**src/rtl/load_store_unit_pkg.sv**
```systemverilog
// Shared definitions for the load/store unit: ALU access codes, FSM states,
// access-size decoding helpers.
package load_store_unit_pkg;

    localparam logic [5:0] ALU_LB  = 6'h20;
    localparam logic [5:0] ALU_LH  = 6'h21;
    localparam logic [5:0] ALU_LW  = 6'h22;
    localparam logic [5:0] ALU_LBU = 6'h24;
    localparam logic [5:0] ALU_LHU = 6'h25;
    localparam logic [5:0] ALU_SB  = 6'h28;
    localparam logic [5:0] ALU_SH  = 6'h29;
    localparam logic [5:0] ALU_SW  = 6'h2A;

    typedef enum logic [1:0] {
        ST_IDLE,
        ST_ACCESS,
        ST_RESP
    } lsu_state_t;

    typedef enum logic [1:0] {
        SZ_B,
        SZ_H,
        SZ_W
    } lsu_size_t;

    function automatic logic is_load(input logic [5:0] code);
        return (code == ALU_LB) || (code == ALU_LH) || (code == ALU_LW) ||
               (code == ALU_LBU) || (code == ALU_LHU);
    endfunction

    function automatic logic is_store(input logic [5:0] code);
        return (code == ALU_SB) || (code == ALU_SH) || (code == ALU_SW);
    endfunction

    function automatic lsu_size_t size_of(input logic [5:0] code);
        case (code)
            ALU_LB, ALU_LBU, ALU_SB: return SZ_B;
            ALU_LH, ALU_LHU, ALU_SH: return SZ_H;
            default:                 return SZ_W;
        endcase
    endfunction

    function automatic logic is_signed_load(input logic [5:0] code);
        return (code == ALU_LB) || (code == ALU_LH);
    endfunction

endpackage

```
**src/rtl/load_store_unit_if.sv**
```systemverilog
// Memory-side bus of the load/store unit; the LSU drives it as master.
interface load_store_unit_if;
    logic        mem_req;
    logic        mem_we;
    logic [31:0] mem_addr;
    logic [3:0]  mem_be;
    logic [31:0] mem_wdata;
    logic        mem_ack;
    logic [31:0] mem_rdata;

    modport master (
        output mem_req, mem_we, mem_addr, mem_be, mem_wdata,
        input  mem_ack, mem_rdata
    );

    modport slave (
        input  mem_req, mem_we, mem_addr, mem_be, mem_wdata,
        output mem_ack, mem_rdata
    );
endinterface

```
**src/rtl/load_store_unit_align.sv**
```systemverilog
// lsu_align: byte-lane selection for loads (with extension) and lane
// replication / byte-enable generation for stores. Purely combinational.
module lsu_align
    import load_store_unit_pkg::*;
(
    input  lsu_size_t   size,
    input  logic        sign_ext,
    input  logic [1:0]  addr_lo,
    input  logic [31:0] store_data,
    input  logic [31:0] rdata,
    output logic [3:0]  be,
    output logic [31:0] wdata,
    output logic [31:0] ext_data
);

    logic [1:0]  lane;
    logic [31:0] shifted;

    always_comb begin
        lane     = 2'b00;
        be       = 4'b1111;
        wdata    = store_data;
        ext_data = '0;
        // Halfwords snap to the addr[1] lane pair, words to lane 0.
        case (size)
            SZ_B:    lane = addr_lo;
            SZ_H:    lane = {addr_lo[1], 1'b0};
            default: lane = 2'b00;
        endcase
        shifted = rdata >> {lane, 3'b000};
        case (size)
            SZ_B: begin
                be       = 4'b0001 << lane;
                wdata    = {4{store_data[7:0]}};
                ext_data = {{24{sign_ext & shifted[7]}}, shifted[7:0]};
            end
            SZ_H: begin
                be       = 4'b0011 << lane;
                wdata    = {2{store_data[15:0]}};
                ext_data = {{16{sign_ext & shifted[15]}}, shifted[15:0]};
            end
            default: begin
                be       = 4'b1111;
                wdata    = store_data;
                ext_data = rdata;
            end
        endcase
    end

endmodule

```
**src/rtl/load_store_unit.sv**
```systemverilog
// Load/store unit: single outstanding request, IDLE -> ACCESS -> RESP.
// Define LSU_MISALIGN_TRAP_EN to trap misaligned halfword/word accesses.
module load_store_unit
    import load_store_unit_pkg::*;
#(
    parameter int unsigned ACK_TIMEOUT = 255
) (
    input  logic                      clk,
    input  logic                      rst,
    input  logic                      start,
    input  logic [5:0]                alucode,
    input  logic [31:0]               alu_result,
    input  logic [31:0]               store_data,
    output logic                      busy,
    output logic                      done,
    output logic [31:0]               load_data,
    output logic                      err,
    load_store_unit_if.master         mem
);

    lsu_state_t  state;
    lsu_size_t   size_q;
    logic        sign_q;
    logic        load_q;
    logic [1:0]  addr_lo_q;
    logic        err_pend;
    logic [31:0] wait_cnt;

    lsu_size_t   al_size;
    logic        al_sign;
    logic [1:0]  al_addr_lo;
    logic [3:0]  al_be;
    logic [31:0] al_wdata;
    logic [31:0] al_ext;
    logic        accept;
    logic        trap;

    // The single aligner serves the incoming request while idle and the
    // latched request while a transaction is in flight.
    always_comb begin
        al_size    = size_q;
        al_sign    = sign_q;
        al_addr_lo = addr_lo_q;
        if (state == ST_IDLE) begin
            al_size    = size_of(alucode);
            al_sign    = is_signed_load(alucode);
            al_addr_lo = alu_result[1:0];
        end
    end

    lsu_align u_align (
        .size       (al_size),
        .sign_ext   (al_sign),
        .addr_lo    (al_addr_lo),
        .store_data (store_data),
        .rdata      (mem.mem_rdata),
        .be         (al_be),
        .wdata      (al_wdata),
        .ext_data   (al_ext)
    );

    always_comb begin
        accept = (state == ST_IDLE) && start && (is_load(alucode) || is_store(alucode));
`ifdef LSU_MISALIGN_TRAP_EN
        trap = ((al_size == SZ_H) && alu_result[0]) ||
               ((al_size == SZ_W) && (alu_result[1:0] != 2'b00));
`else
        trap = 1'b0;
`endif
    end

    always_ff @(posedge clk) begin
        if (rst) begin
            state         <= ST_IDLE;
            size_q        <= SZ_W;
            sign_q        <= 1'b0;
            load_q        <= 1'b0;
            addr_lo_q     <= '0;
            err_pend      <= 1'b0;
            wait_cnt      <= '0;
            busy          <= 1'b0;
            done          <= 1'b0;
            err           <= 1'b0;
            load_data     <= '0;
            mem.mem_req   <= 1'b0;
            mem.mem_we    <= 1'b0;
            mem.mem_addr  <= '0;
            mem.mem_be    <= '0;
            mem.mem_wdata <= '0;
        end else begin
            done <= 1'b0;
            err  <= 1'b0;
            case (state)
                ST_IDLE: begin
                    if (accept) begin
                        size_q    <= al_size;
                        sign_q    <= al_sign;
                        load_q    <= is_load(alucode);
                        addr_lo_q <= alu_result[1:0];
                        busy      <= 1'b1;
                        load_data <= '0;
                        wait_cnt  <= '0;
                        if (trap) begin
                            err_pend <= 1'b1;
                            state    <= ST_RESP;
                        end else begin
                            err_pend      <= 1'b0;
                            mem.mem_req   <= 1'b1;
                            mem.mem_we    <= is_store(alucode);
                            mem.mem_addr  <= {alu_result[31:2], 2'b00};
                            mem.mem_be    <= al_be;
                            mem.mem_wdata <= al_wdata;
                            state         <= ST_ACCESS;
                        end
                    end
                end
                ST_ACCESS: begin
                    if (mem.mem_ack) begin
                        mem.mem_req <= 1'b0;
                        if (load_q) begin
                            load_data <= al_ext;
                        end
                        state <= ST_RESP;
                    end else if (wait_cnt == ACK_TIMEOUT - 1) begin
                        mem.mem_req <= 1'b0;
                        err_pend    <= 1'b1;
                        state       <= ST_RESP;
                    end else begin
                        wait_cnt <= wait_cnt + 32'd1;
                    end
                end
                ST_RESP: begin
                    done     <= 1'b1;
                    err      <= err_pend;
                    err_pend <= 1'b0;
                    busy     <= 1'b0;
                    wait_cnt <= '0;
                    state    <= ST_IDLE;
                end
                default: state <= ST_IDLE;
            endcase
        end
    end

endmodule

```
**src/flat_wrapper.sv**
```systemverilog
// flat-port wrapper written by rule: the top's interface ports become plain ports
module load_store_unit_flat import load_store_unit_pkg::*;
#(
    parameter int unsigned ACK_TIMEOUT = 255
)
  (clk, rst, start, alucode, alu_result, store_data, busy, done, load_data, err, mem_mem_req, mem_mem_we, mem_mem_addr, mem_mem_be, mem_mem_wdata, mem_mem_ack, mem_mem_rdata);
  load_store_unit_if mem_i ();
  input  logic clk;
  input  logic rst;
  input  logic start;
  input  logic [5:0] alucode;
  input  logic [31:0] alu_result;
  input  logic [31:0] store_data;
  output logic busy;
  output logic done;
  output logic [31:0] load_data;
  output logic err;
  output wire logic [$bits(mem_i.mem_req)-1:0] mem_mem_req;
  output wire logic [$bits(mem_i.mem_we)-1:0] mem_mem_we;
  output wire logic [$bits(mem_i.mem_addr)-1:0] mem_mem_addr;
  output wire logic [$bits(mem_i.mem_be)-1:0] mem_mem_be;
  output wire logic [$bits(mem_i.mem_wdata)-1:0] mem_mem_wdata;
  input wire logic [$bits(mem_i.mem_ack)-1:0] mem_mem_ack;
  input wire logic [$bits(mem_i.mem_rdata)-1:0] mem_mem_rdata;
  assign mem_mem_req = mem_i.mem_req;
  assign mem_mem_we = mem_i.mem_we;
  assign mem_mem_addr = mem_i.mem_addr;
  assign mem_mem_be = mem_i.mem_be;
  assign mem_mem_wdata = mem_i.mem_wdata;
  assign mem_i.mem_ack = mem_mem_ack;
  assign mem_i.mem_rdata = mem_mem_rdata;
  load_store_unit #(.ACK_TIMEOUT(ACK_TIMEOUT)) u_core (.clk(clk), .rst(rst), .start(start), .alucode(alucode), .alu_result(alu_result), .store_data(store_data), .busy(busy), .done(done), .load_data(load_data), .err(err), .mem(mem_i));
endmodule
```
**config.mk**
```make
export PLATFORM = sky130hd
export DESIGN_NAME = load_store_unit_flat
export DESIGN_NICKNAME = d
export VERILOG_FILES = /design/src/rtl/load_store_unit_pkg.sv /design/src/rtl/load_store_unit_if.sv /design/src/rtl/load_store_unit_align.sv /design/src/rtl/load_store_unit.sv /design/src/flat_wrapper.sv
export SDC_FILE = /design/constraint.sdc
export NUM_CORES = 1
export LEC_CHECK = 0
export BUFFER_PORTS_ARGS = -buffer_cell sky130_fd_sc_hd__clkbuf_2
export CORE_ASPECT_RATIO = 0.7
export CORE_MARGIN = 5
export CORE_UTILIZATION = 45
export CTS_CLUSTER_DIAMETER = 80
export DETAILED_ROUTE_END_ITERATION = 10
export MAX_ROUTING_LAYER = met4
export PLACE_DENSITY = 0.78
export SLEW_MARGIN = 5
export SYNTH_ARGS = -nofsm -noshare
export SYNTH_HDL_FRONTEND = slang
export SYNTH_HIERARCHICAL = 1
export SYNTH_SLANG_ARGS = --single-unit
```
**constraint.sdc**
```tcl
create_clock -name clk -period 8.2 [get_ports clk]
set_clock_uncertainty 0.1 [all_clocks]
set_input_delay 0.41 -clock clk [delete_from_list [all_inputs] [get_ports clk]]
set_output_delay 0.41 -clock clk [all_outputs]
set_load 0.02 [all_outputs]
```
==> impl_results.md, run 1 <==
- Status: finished, final reports clean
- Pin count of the biggest net entering global routing: 91
- Gpl congestion: 0.946
- Final ANT Viol Nets: 0
- Worst setup margin: 4.37 ns
- Post-Synthesis Cell Area: 7170 um^2
- Worst-Margin Slew: 1.23 ns
- Max_cap viols: 0
- # DRC: 0
- Final Critical Period: 3.83 ns
- VDD IR max: 146 uV
- R2R depth: 10
- Crit path kind: in2reg
- Worst path max stage delay: 0.97 ns
- Sequential share of the synthesized area: 40.2%
- CTS Buffer Depth: 2
- Root buf cell: clkbuf_16
- Synth Instances: 928
- Syn avg cell area: 7.72 um^2
- Clk_lat worst skew: 0.42 ns
- Slew HR: 17.9%
- Commonest cells post-synth: 230 x nand2_1, 150 x a21oi_1, 144 x dfxtp_1, 53 x nand3_1, 52 x clkbuf_1
- WL/cell: 16.8 um
- Area share of the largest cell type after synthesis: 40.2%
- Worst setup SP type: primary input
- Slew Limit Fails: 0
- # rows: 38
- Die span in x: 161 um
- Cell family with most CP delay: simple AND/OR/NAND/NOR gates
- Worst EP arrival: 3.99 ns
- Stages on worst setup path: 12
- Top fanout value on the critical path: 61
- Via count: 7275
- First-pass GRT wire length: 34000 um
- DRT Pass-1 Iters: 5
- Vias in the first global route: 6553
- Most frequent cell after synthesis: nand2_1
- IO Pins: 211
- Asr flop ratio synth: 0%
- Yosys warning count: 6
- Post-Layout Cell Count: 1297
- Post-CTS Setup Repair Bufs: 0
- Fill cell count: 1468
- Global route overflow: 0
- Detailed Route WL: 21700 um
- CTS tree: done
- Post-synth top area cell: dfxtp_1
- Area delta synth->final: 21.5%
- Synth Register Bits: 144
- Detailed Route Iter0 Violations: 656
- Layout cell share with drive strength beyond 1: 29.8%
- HPWL Detailed: 15100 um
- Final worst-path cycle share: 46.7%
- Total power: 1660 uW
- Critical path required time: 8.36 ns
- Placed insts: 1265
- Port buffer count: 208
- Cell breakdown of the critical path: clkbuf_2 > nor2b_1 > nand2_1 > nor2_1 > o21ai_4 > buf_4 > nor4b_2 > nor2b_1 > or4b_1 > nand3_1 > nand3_1 > a21oi_1
- Htree depth: 4
- Vias/cell: 5.61
- Post-placement worst setup slack: 4.05 ns
- Netlist cell types: 77
- # diodes: 0
- WP buf/inv: 2
- Pwr/cell area: 190 nW/um^2
- CTS buffer count: 17
- Core area: 15500 um^2
- # clock sinks: 144
- Post_cts resized: 0
- Slowest-stage cell, CP: or4b_1
- Hold_buf cts: 0
- Post-synth EDFFs: 0
- Initial antenna violation count: 0
- Setup-failing EPs final: 0
- Total Nets Final: 1192
- Tightest Hold Check Type: in2reg
- Clk slew on worst S/H paths: 0.06 ns
- Die ar.: 18600 um^2
- Hold Path Depth: 3
- Pleak: 0.00345 uW
- Synth top area cells: dfxtp_1 40%, nand2_1 12%, a21oi_1 10%, nand3_1 3.7%, clkbuf_1 2.7%
- GRT Util Overall: 23.2%
- Fin. Hold Viols: 0
- Die height: 116 um
- Setup TNS: 0 ns
- Worst setup EP type: register
- Initial Utilization: 46.1%
- Post-synth top flop: dfxtp_1
- Fmax: 261 MHz
- RSZ-0062 raised after global routing: false
report_power, final:
group	internal [uW]	switching (uW)	total [uW]	leakage, uW
registers	708	4.98	713	0.00116
clock network	454	325	778	0.000272
logic	61.4	104	166	0.00201
total	1220	434	1660	0.00345
state kept, by name, summed over array words and instances (netlist names), 2 cells and up:
name                  cells
u_core/mem.mem_addr      30
u_core/addr_lo_q          2
u_core/size_q             2
u_core/state              2
u_core/wait_cnt          32
u_core/mem.mem_be         4
u_core/load_data         32
u_core/mem.mem_wdata     32
worst reg2reg max path, cell delays in order, from the launching register on:
cell and delay (ns):
dfxtp_1 0.40, or2_2 0.41, nand2_1 0.14, o21ai_4 0.07, buf_4 0.33, nor4b_2 0.55
nor2b_1 0.24, or4b_1 0.97, nand3_1 0.17, nand3_1 0.13, a21oi_1 0.09
cells in the final DEF (no fill, tap or decap), drive strengths merged, types with 14 or more instances in the layout:
cell type / synthesis / layout
a21oi: 159 / 159
clkbuf: 52 / 225
dfxtp: 144 / 144
mux2: 16 / 16
nand2: 249 / 249
nand3: 54 / 54
nand4: 14 / 14
nor2: 23 / 23
nor2b: 14 / 14
o21ai: 24 / 24
final timing paths:
check	startpoint	end	slack, ns
max reg2reg	u_core/state[0]$_SDFFE_PP0P_	u_core/load_data[14]$_SDFFE_PP0P_	4.45
max	alucode[5]	u_core/load_data[14]$_SDFFE_PP0P_	4.37
min reg2reg	u_core/load_data[0]$_SDFFE_PP0P_	u_core/load_data[0]$_SDFFE_PP0P_	0.35
min	alu_result[6]	u_core/mem.mem_addr[6]$_SDFFE_PP0P_	0.10
through the flow:
stage          util [%]  cell area (um^2)  hold slack [ns]
5_1_grt            56.0              8710           0.0934
6_report           56.0              8710            0.104
3_5_place_dp       52.3              8120            0.346
4_1_cts            56.0              8710           0.0887
3_3_place_gp       52.3              8120            0.339
2_1_floorplan         -              7170            0.329
area by class of cell:
class,instances,area (um^2),area share (%)
clock inverter,14,158,1.81
timing repair buffer,217,1110,12.8
sequential,144,2880,33.1
tap,200,250,2.87
inverter,7,26.3,0.302
clock buffer,18,429,4.93
multi-input combinational,697,3850,44.2
cells by family (layout without fill, tap and decap cells):
family	after synthesis	in the layout	synth area share (%)
other	1	2	0.0523
adder cells (fa/ha/maj)	2	2	0.349
flip-flops	144	144	40.2
XOR/XNOR	1	1	0.122
multiplexers	26	26	3.91
AO/OA/AOI/OAI	235	235	19.6
buffers and inverters	88	256	6.51
AND/OR/NAND/NOR	431	431	29.3
metal layers:
metal  routed length (um)  GRT usage, %
met1                 9820          31.8
met2                 9520          34.0
met3                 2150          6.26
met4                  246          6.25
met5                    0             -
(Power assumes the default switching activity.)
==> inputs of run 2 (changes only) <==
--- a/config.mk
+++ b/config.mk
@@ -5,6 +5,7 @@
 export SDC_FILE = /design/constraint.sdc
 export NUM_CORES = 1
 export LEC_CHECK = 0
+export ABC_AREA = 1
 export BUFFER_PORTS_ARGS = -buffer_cell sky130_fd_sc_hd__clkbuf_2
 export CORE_ASPECT_RATIO = 0.7
 export CORE_MARGIN = 5
@@ -12,7 +13,7 @@
 export CTS_CLUSTER_DIAMETER = 80
 export DETAILED_ROUTE_END_ITERATION = 10
 export MAX_ROUTING_LAYER = met4
-export PLACE_DENSITY = 0.78
+export PLACE_DENSITY = 0.8
 export SLEW_MARGIN = 5
 export SYNTH_ARGS = -nofsm -noshare
 export SYNTH_HDL_FRONTEND = slang
==> constraint.sdc (replaced) <==
create_clock -name clk -period 3.3 [get_ports clk]
set_clock_uncertainty 0.1 [all_clocks]
set_input_delay 0.165 -clock clk [delete_from_list [all_inputs] [get_ports clk]]
set_output_delay 0.165 -clock clk [all_outputs]
set_load 0.02 [all_outputs]
==> impl_results.md, run 2 <==
- Status: finished, final reports clean
- Die ar.: 20100 um^2 (+8.3%)
- Detailed Route Iter0 Violations: 978 (+49%)
- Slew HR: 46.1% (+28 points)
- Synth Instances: 1249 (+35%)
- Synth Register Bits: 144 (unchanged)
- # rows: 40 (+5.3%)
- Top fanout value on the critical path: 24 (-61%)
- DRT Pass-1 Iters: 6 (+1)
- Die height: 120 um (+4.0%)
- # diodes: 0 (unchanged)
- Setup-failing EPs final: 0 (unchanged)
- R2R depth: 13 (+3)
- Post-synth top area cell: dfxtp_1
- Slew Limit Fails: 0 (unchanged)
- Detailed Route WL: 26900 um (+24%)
- VDD IR max: 345 uV (+140%)
- Core Util, Final: 58.3% (+2.3 points)
- Max_cap viols: 0 (unchanged)
- Crit path kind: reg2reg
- Worst setup EP type: register
- Vias/cell: 5.28 (-5.8%)
- RR Startpoint: u_core/state[1]$_SDFFE_PP0P_
- Initial Utilization: 45.6% (-0.46 points)
- WL/cell: 15.8 um (-5.7%)
- GRT Util Overall: 27.0% (+3.9 points)
- CTS Buffer Depth: 2 (unchanged)
- Pleak: 0.00446 uW (+30%)
- Post-synth top flop: dfxtp_1
- Clk_lat worst skew: 0.42 ns (about the same)
- Tightest Hold Check Type: in2reg
- Most frequent cell after synthesis: nand2_1
- Vias in the first global route: 8359 (+28%)
- Die span in x: 167 um (+4.1%)
- Syn avg cell area: 6.25 um^2 (-19%)
- # DRC: 0 (unchanged)
- Final Critical Period: 2.99 ns
- Commonest cells after routing, fill and taps aside: 333 x nand2_1, 267 x nor2_1, 208 x clkbuf_2
- Worst setup SP type: register
- Gpl congestion: 0.966 (+2.1%)
- Pwr/cell area: 475 nW/um^2 (+150%)
- Synth top area cells: dfxtp_1 37%, nand2_1 16%, nor2_1 13%, nand3_1 7.6%, o21ai_0 7.6%
- Layer with the highest usage: met2
- Layout cell share with drive strength beyond 1: 19.8% (-10 points)
- Fmax: 334 MHz
- HPWL Detailed: 18700 um (+24%)
- IO Pins: 211 (unchanged)
- Via count: 8994 (+24%)
- Critical path required time: 3.49 ns (-4.87 ns)
- Final ANT Viol Nets: 0 (unchanged)
- Sequential share of the synthesized area: 36.9% (-3.3 points)
- Fin. Hold Viols: 0 (unchanged)
- Port buffer count: 208 (unchanged)
- Total Nets Final: 1567 (+31%)
- Met2 usage: 39.6% (+5.7 points)
- Yosys warning count: 6 (unchanged)
- Htree depth: 4 (unchanged)
- Top flop regs: u_core/load_data x32, u_core/mem.mem_wdata x32, u_core/wait_cnt x32
- Worst EP arrival: 3.18 ns (-0.81 ns)
- Area delta synth->final: 27.8%
- Worst reg2reg path endpoint: u_core/load_data[13]$_SDFFE_PP0P_
- Initial antenna violation count: 0 (unchanged)
- Setup TNS: 0 ns (unchanged)
- Core area: 17100 um^2 (+10%)
- Clk slew on worst S/H paths: 0.06 ns (about the same)
- RSZ-0062 raised after global routing: false
- Global route overflow: 0 (unchanged)
- Netlist cell types: 32 (-58%)
- Area share of the largest cell type after synthesis: 36.9% (-3.3 points)
- Post-synth EDFFs: 0 (unchanged)
- M1 GR Usage: 37.6% (+5.8 points)
- Met3 GRT Util: 5.82% (-0.44 points)
- CTS buffer count: 17 (unchanged)
- Crit path launch: u_core/state[1]$_SDFFE_PP0P_
- Final worst-path cycle share: 90.7%
- CTS tree: done
- Worst-Margin Slew: 0.805 ns (-0.427 ns)
- Root buf cell: clkbuf_16
- Asr flop ratio synth: 0% (unchanged)
- Crit path to: u_core/load_data[13]$_SDFFE_PP0P_
- # clock sinks: 144 (unchanged)
- Post-CTS Setup Repair Bufs: 0 (unchanged)
- Commonest non-fill, non-tap cell in the layout: nand2_1
- Commonest cells post-synth: 333 x nand2_1, 267 x nor2_1, 144 x dfxtp_1, 119 x nand3_1, 118 x o21ai_0
- Pin count of the biggest net entering global routing: 76 (-16%)
- First-pass GRT wire length: 43100 um (+27%)
- Post-Synthesis Cell Area: 7810 um^2 (+9.0%)
- Worst R2R Setup Slack: 0.31 ns (-4.14 ns)
-- run 2: cell types whose count changed in the layout (fill, tap and decap cells not counted), moves of 47 or more --
| cell | delta |
|---|---|
| a21oi_1 | -85 |
| dlygate4sd3_1 | +47 |
| inv_1 | +55 |
| nand2_1 | +103 |
| nand3_1 | +66 |
| nor2_1 | +246 |
| o21ai_0 | +107 |
-- run 2: worst min-delay path by stage --
stage | from | to | slack, ns | cells past startpoint
after floorplan | alu_result[10] | u_core/mem.mem_addr[10]$_SDFFE_PP0P_ | 0.23 | 2
after global placement | alu_result[4] | u_core/mem.mem_addr[4]$_SDFFE_PP0P_ | 0.31 | 3
after detailed placement | alu_result[31] | u_core/mem.mem_addr[31]$_SDFFE_PP0P_ | 0.32 | 3
after CTS | alucode[2] | u_core/mem.mem_we$_SDFFE_PP0P_ | 0.007 | 4
after global routing | alucode[2] | u_core/mem.mem_we$_SDFFE_PP0P_ | 0.04 | 4
final | store_data[17] | u_core/mem.mem_wdata[17]$_SDFFE_PP0P_ | 0.01 | 5
-- run 2: timing repair --
action | 4_1_cts | 5_1_grt
gates resized for setup | 0 | 0
hold endpoints to repair | 45 | 0
endpoints found under the setup margin | 0 | 0
hold buffers | 47 | 0
-- run 2: layout make-up --
cell class | instances | area (um^2)
fillers | 1641 | 7130
multi-input cells | 959 | 4250
flip-flops and latches | 144 | 2880
repair buffers | 267 | 1610
clock buffers | 18 | 439
well taps | 231 | 289
inverters | 70 | 263
clock inverters | 14 | 251
-- run 2: metrics by stage --
step	std cells	hold slack (ns)	power (uW)	instance area, um^2	setup slack [ns]
CTS	1703	0.00668	4760	9990	0.371
finish	1703	0.0146	4740	9990	0.307
global route	1703	0.0440	4930	9990	0.0174
global placement	1624	0.314	2440	8820	0.568
detailed placement	1624	0.324	2450	8820	0.391
floorplan	1250	0.229	2260	7820	0.966
-- run 2: per-layer routing --
metal | routed length, um | up-vias
met5 | 0 | -
met4 | 535 | 0
met3 | 2840 | 43
met2 | 11400 | 486
met1 | 12100 | 4057
li1 | - | 4408
-- run 2: worst max-delay path, cell delays in order, from the launching register on --
cell	delay, ns
dfxtp_1	0.46
inv_2	0.07
nand2_2	0.12
inv_2	0.10
o21ai_0	0.14
nand2_1	0.21
inv_2	0.25
nand2_2	0.32
inv_1	0.31
nand3_2	0.15
nand3b_4	0.29
nand3_1	0.13
nand3_1	0.11
a21oi_1	0.08
-- run 2: report_power, final --
part	switching [uW]	leakage (uW)	internal, uW
sequential	46.1	0.00117	1800
clock	810	0.000334	1450
combinational	395	0.00296	236
total	1250	0.00446	3490
-- run 2: cells by family after synthesis --
group,synth area share (%)
other,0.0480
xor gates and xnor gates,0.336
DFF,36.9
buffers and inverters,8.79
adders and majority gates,0.320
AOI/OAI and AO/OA,13.5
and+or+nand+nor,40.1
